===== config.mk =====
export PLATFORM = sky130hd
export DESIGN_NAME = pipeline_mem_stage
export DESIGN_NICKNAME = d
export VERILOG_FILES = /design/src/rtl/kl_pipe_pkg.sv /design/src/rtl/kl_cond_eval.sv /design/src/rtl/pipeline_mem_stage.sv
export SDC_FILE = /design/constraint.sdc
export NUM_CORES = 1
export LEC_CHECK = 0
export ABC_AREA = 1
export BUFFER_PORTS_ARGS = -buffer_cell sky130_fd_sc_hd__clkbuf_2
export CAP_MARGIN = 20
export CORE_AREA = 2 2 89 91
export DETAILED_ROUTE_END_ITERATION = 16
export DIE_AREA = 0 0 91 93
export PLACE_DENSITY = 0.84
export SYNTH_ARGS = -nofsm -noshare
export SYNTH_HDL_FRONTEND = slang
export SYNTH_SLANG_ARGS = --single-unit

===== constraint.sdc =====
create_clock -name clk -period 2.7 [get_ports clk]
set_clock_uncertainty 0.15 [all_clocks]
set_input_delay 0.81 -clock clk [delete_from_list [all_inputs] [get_ports clk]]
set_output_delay 0.81 -clock clk [all_outputs]
set_load 0.05 [all_outputs]

===== src/rtl/kl_pipe_pkg.sv =====
// Shared pipeline types: branch condition codes, memory-stage states and the flag register.
// With MEMSTAGE_CARRY_FLAG_EN defined, the flags gain a carry bit and conditions widen to 4 bits.
package kl_pipe_pkg;

`ifdef MEMSTAGE_CARRY_FLAG_EN
  localparam int unsigned COND_W = 4;

  typedef enum logic [COND_W-1:0] {
    COND_NV = 4'd0,
    COND_AL = 4'd1,
    COND_EQ = 4'd2,
    COND_NE = 4'd3,
    COND_LT = 4'd4,
    COND_LE = 4'd5,
    COND_GT = 4'd6,
    COND_GE = 4'd7,
    COND_HS = 4'd8,
    COND_LO = 4'd9
  } cond_e;

  typedef struct packed {
    logic n;
    logic z;
    logic v;
    logic c;
  } flags_t;
`else
  localparam int unsigned COND_W = 3;

  typedef enum logic [COND_W-1:0] {
    COND_NV = 3'd0,
    COND_AL = 3'd1,
    COND_EQ = 3'd2,
    COND_NE = 3'd3,
    COND_LT = 3'd4,
    COND_LE = 3'd5,
    COND_GT = 3'd6,
    COND_GE = 3'd7
  } cond_e;

  typedef struct packed {
    logic n;
    logic z;
    logic v;
  } flags_t;
`endif

  typedef enum logic [1:0] {
    EMPTY = 2'd0,
    MEM   = 2'd1,
    FULL  = 2'd2
  } memst_state_e;

  // Overflow from operand signs and result sign: (a,b,n) in {011,100}.
  function automatic logic calc_v(input logic a, input logic b, input logic n);
    return (~a & b & n) | (a & ~b & ~n);
  endfunction

endpackage


===== src/rtl/kl_cond_eval.sv =====
// Branch condition evaluator: flag register x condition code -> take. Shared with fetch.
module kl_cond_eval
  import kl_pipe_pkg::*;
(
  input  flags_t            flags,
  input  logic [COND_W-1:0] cond,
  output logic              take_c
);

  logic lt;

  // Decode the condition against the current flags; unused codes never take.
  always_comb begin
    lt     = flags.n ^ flags.v;
    take_c = 1'b0;
    case (cond_e'(cond))
      COND_NV: take_c = 1'b0;
      COND_AL: take_c = 1'b1;
      COND_EQ: take_c = flags.z;
      COND_NE: take_c = ~flags.z;
      COND_LT: take_c = lt;
      COND_LE: take_c = lt | flags.z;
      COND_GT: take_c = ~(lt | flags.z);
      COND_GE: take_c = ~lt;
`ifdef MEMSTAGE_CARRY_FLAG_EN
      COND_HS: take_c = flags.c;
      COND_LO: take_c = ~flags.c;
`endif
      default: take_c = 1'b0;
    endcase
  end

endmodule


===== src/rtl/pipeline_mem_stage.sv =====
// Memory-access / flag stage between execute and writeback.
// Registers the op, runs loads/stores over a wait-state memory port, keeps N/Z/V flags and
// resolves the delayed branch. MEMSTAGE_CARRY_FLAG_EN adds carry_in/flag_c and HS/LO conditions.
module pipeline_mem_stage
  import kl_pipe_pkg::*;
#(
  parameter int unsigned DATA_W = 16,
  parameter int unsigned ADDR_W = 9,
  parameter int unsigned CTRL_W = 22
) (
  input  logic              clk,
  input  logic              rst,
  input  logic              in_valid,
  output logic              in_ready,
  input  logic [CTRL_W-1:0] ctrl_in,
  input  logic              is_load,
  input  logic              is_store,
  input  logic              set_flags,
  input  logic [DATA_W-1:0] result_in,
  input  logic [DATA_W-1:0] store_data_in,
  input  logic              sign_a_in,
  input  logic              sign_b_in,
  input  logic [DATA_W-1:0] br_target_in,
  input  logic [COND_W-1:0] br_cond_in,
`ifdef MEMSTAGE_CARRY_FLAG_EN
  input  logic              carry_in,
  output logic              flag_c,
`endif
  output logic              mem_req,
  output logic              mem_we,
  output logic [ADDR_W-1:0] mem_addr,
  output logic [DATA_W-1:0] mem_wdata,
  input  logic              mem_ready,
  input  logic [DATA_W-1:0] mem_rdata,
  output logic              out_valid,
  input  logic              out_ready,
  output logic [CTRL_W-1:0] ctrl_out,
  output logic [DATA_W-1:0] result_out,
  output logic              flag_n,
  output logic              flag_z,
  output logic              flag_v,
  output logic              br_take,
  output logic [DATA_W-1:0] br_target_out
);

  memst_state_e      state_q;
  flags_t            flags_q;
  flags_t            flags_d;
  logic [COND_W-1:0] br_cond_q;
  logic              capture;

  // Accept a new op when empty, or when the held op leaves this same cycle.
  assign in_ready = ~rst & ((state_q == EMPTY) | ((state_q == FULL) & out_ready));
  assign capture  = in_valid & in_ready;

  // Next flag value from the ALU result (never from load data).
  always_comb begin
    flags_d = flags_q;
    if (set_flags) begin
      flags_d.n = result_in[DATA_W-1];
      flags_d.z = ~|result_in;
      flags_d.v = calc_v(sign_a_in, sign_b_in, result_in[DATA_W-1]);
`ifdef MEMSTAGE_CARRY_FLAG_EN
      flags_d.c = carry_in;
`endif
    end
  end

  // Stage FSM: capture, memory wait, and hold under backpressure.
  always_ff @(posedge clk) begin
    if (rst) begin
      state_q       <= EMPTY;
      flags_q       <= '0;
      br_cond_q     <= COND_W'(COND_NV);
      mem_req       <= 1'b0;
      mem_we        <= 1'b0;
      mem_addr      <= '0;
      mem_wdata     <= '0;
      out_valid     <= 1'b0;
      ctrl_out      <= '0;
      result_out    <= '0;
      br_target_out <= '0;
    end else if (capture) begin
      ctrl_out      <= ctrl_in;
      result_out    <= result_in;
      br_target_out <= br_target_in;
      br_cond_q     <= br_cond_in;
      flags_q       <= flags_d;
      if (is_load | is_store) begin
        state_q   <= MEM;
        out_valid <= 1'b0;
        mem_req   <= 1'b1;
        mem_we    <= is_store;
        mem_addr  <= result_in[ADDR_W-1:0];
        mem_wdata <= store_data_in;
      end else begin
        state_q   <= FULL;
        out_valid <= 1'b1;
      end
    end else begin
      case (state_q)
        MEM: begin
          if (mem_ready) begin
            state_q   <= FULL;
            out_valid <= 1'b1;
            mem_req   <= 1'b0;
            mem_we    <= 1'b0;
            if (!mem_we) result_out <= mem_rdata;
          end
        end
        FULL: begin
          if (out_ready) begin
            state_q   <= EMPTY;
            out_valid <= 1'b0;
          end
        end
        default: ;
      endcase
    end
  end

  assign flag_n = flags_q.n;
  assign flag_z = flags_q.z;
  assign flag_v = flags_q.v;
`ifdef MEMSTAGE_CARRY_FLAG_EN
  assign flag_c = flags_q.c;
`endif

  kl_cond_eval u_cond_eval (
    .flags  (flags_q),
    .cond   (br_cond_q),
    .take_c (br_take)
  );

endmodule


Word-level counts from Yosys, hierarchy flattened
Cells that the tools add are included.

Flip-flop bits (word level): 90. Bits in latches: 0. Memory bits (writable): 0. Memory bits (read-only): 0. Bits of input ports: 99. Output and inout bits: 87. Logic and storage cells: 78. Memories: 0.

$add $sub $neg: 0. Multiply operators: 0. Divide/modulo/power cells: 0. $lt $le $gt $ge: 0. Eq/ne operators: 13. Shift-type cells: 0. Mux-type cells: 21. Bitwise gates (word level): 19. Reductions and logical operators: 12.

Operators with widths (count): 16-bit 2-to-1 mux (4); 16-bit OR reduction (1); 3-bit equality test (second input constant) (4); 1-bit 2-to-1 mux (10); 3-bit AND reduction (3); 2-bit 2-to-1 mux (4); 1-bit one-hot mux with 8 select lines (1); 1-bit AND (7); 1-bit NOT (7); 3-bit by 2-bit equality test with 1-bit output (second input constant) (2); 3-bit inequality test (second input constant) (2); 2-bit by 1-bit inequality test with 1-bit output (second input constant) (2); 1-bit OR (4); 2-bit one-hot mux with 2 select lines (1); 2-bit AND reduction (2); 2-bit nonzero test (2); 3-bit by 1-bit equality test with 1-bit output (second input constant) (1); 3-bit zero test (1); 3-bit nonzero test (1); 2-bit by 1-bit equality test with 1-bit output (second input constant) (1); 2-bit equality test (second input constant) (1); 2-bit zero test (1); 1-bit one-hot mux with 2 select lines (1); 1-bit zero test (1); 1-bit XOR (1).

Depth between registers and ports, before layout
Word-level depth: 7. Gate-level depth with buffers: 10. Mapped depth without buffers: 8.

Cells and area by module
From an unflattened synthesis, not the netlist that was laid out.

Cell total of the unflattened synthesis: 486. Area, all modules: 3548.4 µm².

Modules (own cells, without submodules): pipeline_mem_stage (times used 1, cells an instance 468, area an instance 3473.3 µm², sequential area each 1781.7 µm²); kl_cond_eval (times used 1, cells an instance 18, area an instance 75.1 µm², sequential area each 0.0 µm²).

Worst setup path after synthesis
No wires, ideal clock.

Path kind: flip-flop to output port. Start: register flags_q (netlist bit flag_z). End: output br_take. Arrival: 2.019 ns. Data required time: 1.740 ns. Slack: -0.279 ns. Stages on the path, launching flop included: 3. Path buffers: 0. Cell sequence: dfxtp_1 -> a21oi_1 -> o31ai_1.

Cells in the longest elaborated chain, start to end: 3. Elaborated cells on any way between the ends: 4. Classes of those cells: 1 x mux; 3 x bitwise.

RTL lines: start: declaration (RTL line pipeline_mem_stage.sv:47) `flags_t flags_q;`; start signal: assignment (RTL line pipeline_mem_stage.sv:88) `flags_q <= flags_d;`; 1-bit OR (RTL line kl_cond_eval.sv:22, kl_cond_eval.sv:23); 1-bit NOT (RTL line kl_cond_eval.sv:23) `COND_GT: take_c = ~(lt | flags.z);`; 1-bit one-hot mux with 8 select lines * (RTL line kl_cond_eval.sv:16) `case (cond_e'(cond))`; end: declaration (RTL line pipeline_mem_stage.sv:42) `output logic br_take,`.

Every way passes the cells marked *; elsewhere a longest branch is shown, timed or not.

Worst setup path after layout
Ends and elaborated chain as after synthesis.

==> impl_metrics.tcl <==
set metrics [dict create \
    antenna_left 0 \
    avgSynthCellArea_um2 7.07 \
    worstSetupPathType "reg2out" \
    synthMostInstantiatedCell "nand2_1" \
    grt_max_degree 48 \
    cpMostUsedCell "o21ai_0" \
    finalCriticalPeriod_ns 2.46 \
    crit_path_start_kind "flip-flop" \
    setup_tns_ns 0 \
    tightest_slew_ns 0.676 \
    pre_cts_ws_ns 0.0927 \
    cap_violations 0 \
    max_freq_mhz 407 \
    p_per_area_nw_per_um2 647 \
    gp_congestion 0.854 \
    clockRootBuffer "clkbuf_8" \
    switching_power_mw 1.07 \
    core_area_um2 7530 \
    rsz0062_at_grt "false" \
    wl_mm 9.77 \
    ys_ff_latch 89 \
    rows 32 \
    vias 3798 \
    crit_family "compound AO/OA/AOI/OAI gates" \
    slowest_delay_ns 0.40 \
    hp-class "reg2reg" \
    p_clk_share_pct 26.7 \
    first_pass_iters 7 \
    synth_flop_cell "dfxtp_1" \
    worst-path-buf-inv 2 \
    worstPathRequired_ns 1.74 \
    synth_compound_area_share_pct 14.1 \
    synthMuxAreaShare_pct 0 \
    cts_tree "built" \
    clk_pin_slew_ns 0.09 \
    cp_max_fo 5 \
    insertion_delay_ns 0.33 \
    viasPerCell 4.81 \
    synth_xor_area_share_pct 0.243 \
    antenna_found_initial 0 \
    hold_viol 0 \
    setup-violations-final 0 \
    vdd_drop_max_mv 0.419 \
    intPower_mw 2.00 \
    cts.path.max_buffers 2 \
    combPwrFrac_pct 25.8 \
    hpwl_mm 7.32 \
    grt-ovfl-total 0 \
    grt_pass1_vias 3564 \
    clkSinkCount 89 \
    p_seq_share_pct 47.4 \
    yosysWarnings 0 \
    arrival_ns 1.50 \
    synth_top_cell_by_area "dfxtp_1" \
    synth_top_family_by_area "simple AND/OR/NAND/NOR gates" \
    switching_share_pct 34.8 \
    synth_edf_count 0 \
    cts_resized 0 \
    post_cts_buffers 0 \
    htree_levels 3 \
    drtIter0Drc 153 \
    area_growth_pct 31.4 \
    drive_gt1_share_pct 30.8 \
    outcome "complete, no violations" \
    synthTopCellsByCount "nand2_1 (158), dfxtp_1 (89), nor2_1 (71)" \
    grt_usage_pct 23.0 \
    io_pins 186 \
    cts_hold_repair.buffers 0 \
    crit_chain "inv_1 > o21ai_0 > a21oi_1 > o21ai_0 > o31ai_2 > clkbuf_2" \
    syn_area_um2 3610 \
    synth_nets 610 \
    die_w_um 91 \
    endpoint_kind "output port" \
    fill_cells 690 \
    p_leak_nw 2.43 \
    synthSimpleGateAreaFrac_pct 27.0 \
    synth_cells 511 \
    synth_cell_type_count 22 \
    portBuffers 185 \
    setup_ws_ns 0.244 \
    diodes 0 \
    yosys.area.top_type_share_pct 49.3 \
    slew_headroom_pct 54.6 \
    die_y_um 93 \
    finalMaxSlewViolations 0 \
    grt_pass1_wl_mm 16.0 \
    synth_fa_ha_area_share_pct 0 \
    die-area_um2 8460 \
    drc 0 \
    post_drt_wl_per_cell_um 12.4 \
    nets 782 \
    cp_slowest_cell "dfxtp_1" \
    cts_buffers 9 \
    start_util_pct 48.0 \
    yosys-top-cells-area "dfxtp_1 (49%), nand2_1 (16%), a21oi_1 (8.2%)" \
    fin_crit_sh_pct 90.9 \
    seq_area_frac_synth_pct 49.3 \
    postSynth.asyncResetShare_pct 0 \
]
==> per-layer routing <==
layer	GRT usage [%]	up-vias	routed length, um
li1	-	1932	-
met1	27.5	1685	4030
met2	41.2	170	4710
met3	5.64	11	899
met4	6.69	0	129
met5	0	-	0
==> state kept, by name (all words and copies together) (netlist names) <==
signal         cells
flag_n             1
flag_z             1
br_target_out     16
mem_req            1
mem_we             1
mem_addr           9
br_cond_q          3
ctrl_out          22
flag_v             1
out_valid          1
result_out        16
mem_wdata         16
state_q            1
==> final cells by class <==
type                       instances  area, um^2  area share [%]
clock inverter                     2        12.5           0.264
timing repair buffer             190         991            20.9
inverter                          46         173            3.64
tap                              102         128            2.69
sequential                        89        1780            37.5
multi-input combinational        347        1500            31.6
clock buffer                      14         163            3.43
==> stage by stage <==
step / power (mW) / hold WS (ns) / area, um^2 / std cells / util (%)
3_3_place_gp: 2.26 / 0.300 / 4570 / 774 / 60.7
6_report: 3.07 / 0.317 / 4750 / 790 / 63.0
2_1_floorplan: 2.06 / 0.301 / 3620 / 511 / -
5_1_grt: 3.22 / 0.339 / 4750 / 790 / 63.0
4_1_cts: 3.09 / 0.320 / 4750 / 790 / 63.0
3_5_place_dp: 2.28 / 0.306 / 4570 / 774 / 60.7
==> logic make-up after synthesis <==
kind of cell / count (synthesis)
XOR/XNOR: 1
flip-flops: 89
buffers and inverters: 75
AO/OA/AOI/OAI: 101
AND/OR/NAND/NOR: 245
==> power by group through the flow <==
| stage | Clock (mW) | Combinational, mW | Sequential, mW |
|---|---|---|---|
| 2_1_floorplan | 0 | 0.276 | 1.78 |
| 3_3_place_gp | 0 | 0.778 | 1.48 |
| 3_5_place_dp | 0 | 0.795 | 1.49 |
| 4_1_cts | 0.841 | 0.797 | 1.46 |
| 5_1_grt | 0.896 | 0.860 | 1.47 |
| 6_report | 0.820 | 0.793 | 1.46 |
==> path summary, 6_finish.rpt <==
check                           cells past startpoint   startpoint  slack [ns]       endpoint
worst max-delay path                                6       flag_z        0.24        br_take
worst max register to register                      7   state_q[0]        0.75  result_out[0]
worst min register to register                      2  ctrl_out[5]        0.32    ctrl_out[5]
worst min-delay path                                2  ctrl_out[5]        0.32    ctrl_out[5]
==> cell usage in the layout (no fill, tap or decap) <==
cell type	count
a21oi_1	59
buf_12	2
buf_4	4
clkbuf_1	3
clkbuf_2	184
clkbuf_8	11
clkinv_1	1
clkinv_2	1
clkinvlp_4	1
dfxtp_1	89
inv_1	42
inv_2	3
nand2_1	158
nand2_2	2
nand3_1	4
nand3_4	1
nand4_1	6
nor2_1	71
nor2_4	2
nor3_1	1
o21ai_0	34
o21ai_1	6
o22ai_1	1
o31ai_2	1
xnor2_1	1
==> worst register-to-register path, stage by stage, from the launching register on <==
cell	delay, ns
dfxtp_1	0.36
nor2_4	0.16
nand3_4	0.27
o21ai_1	0.24
nand2_2	0.37
nand2_1	0.17
nand2_1	0.07
nor2_1	0.11
Power figures use the tool's default switching activity.
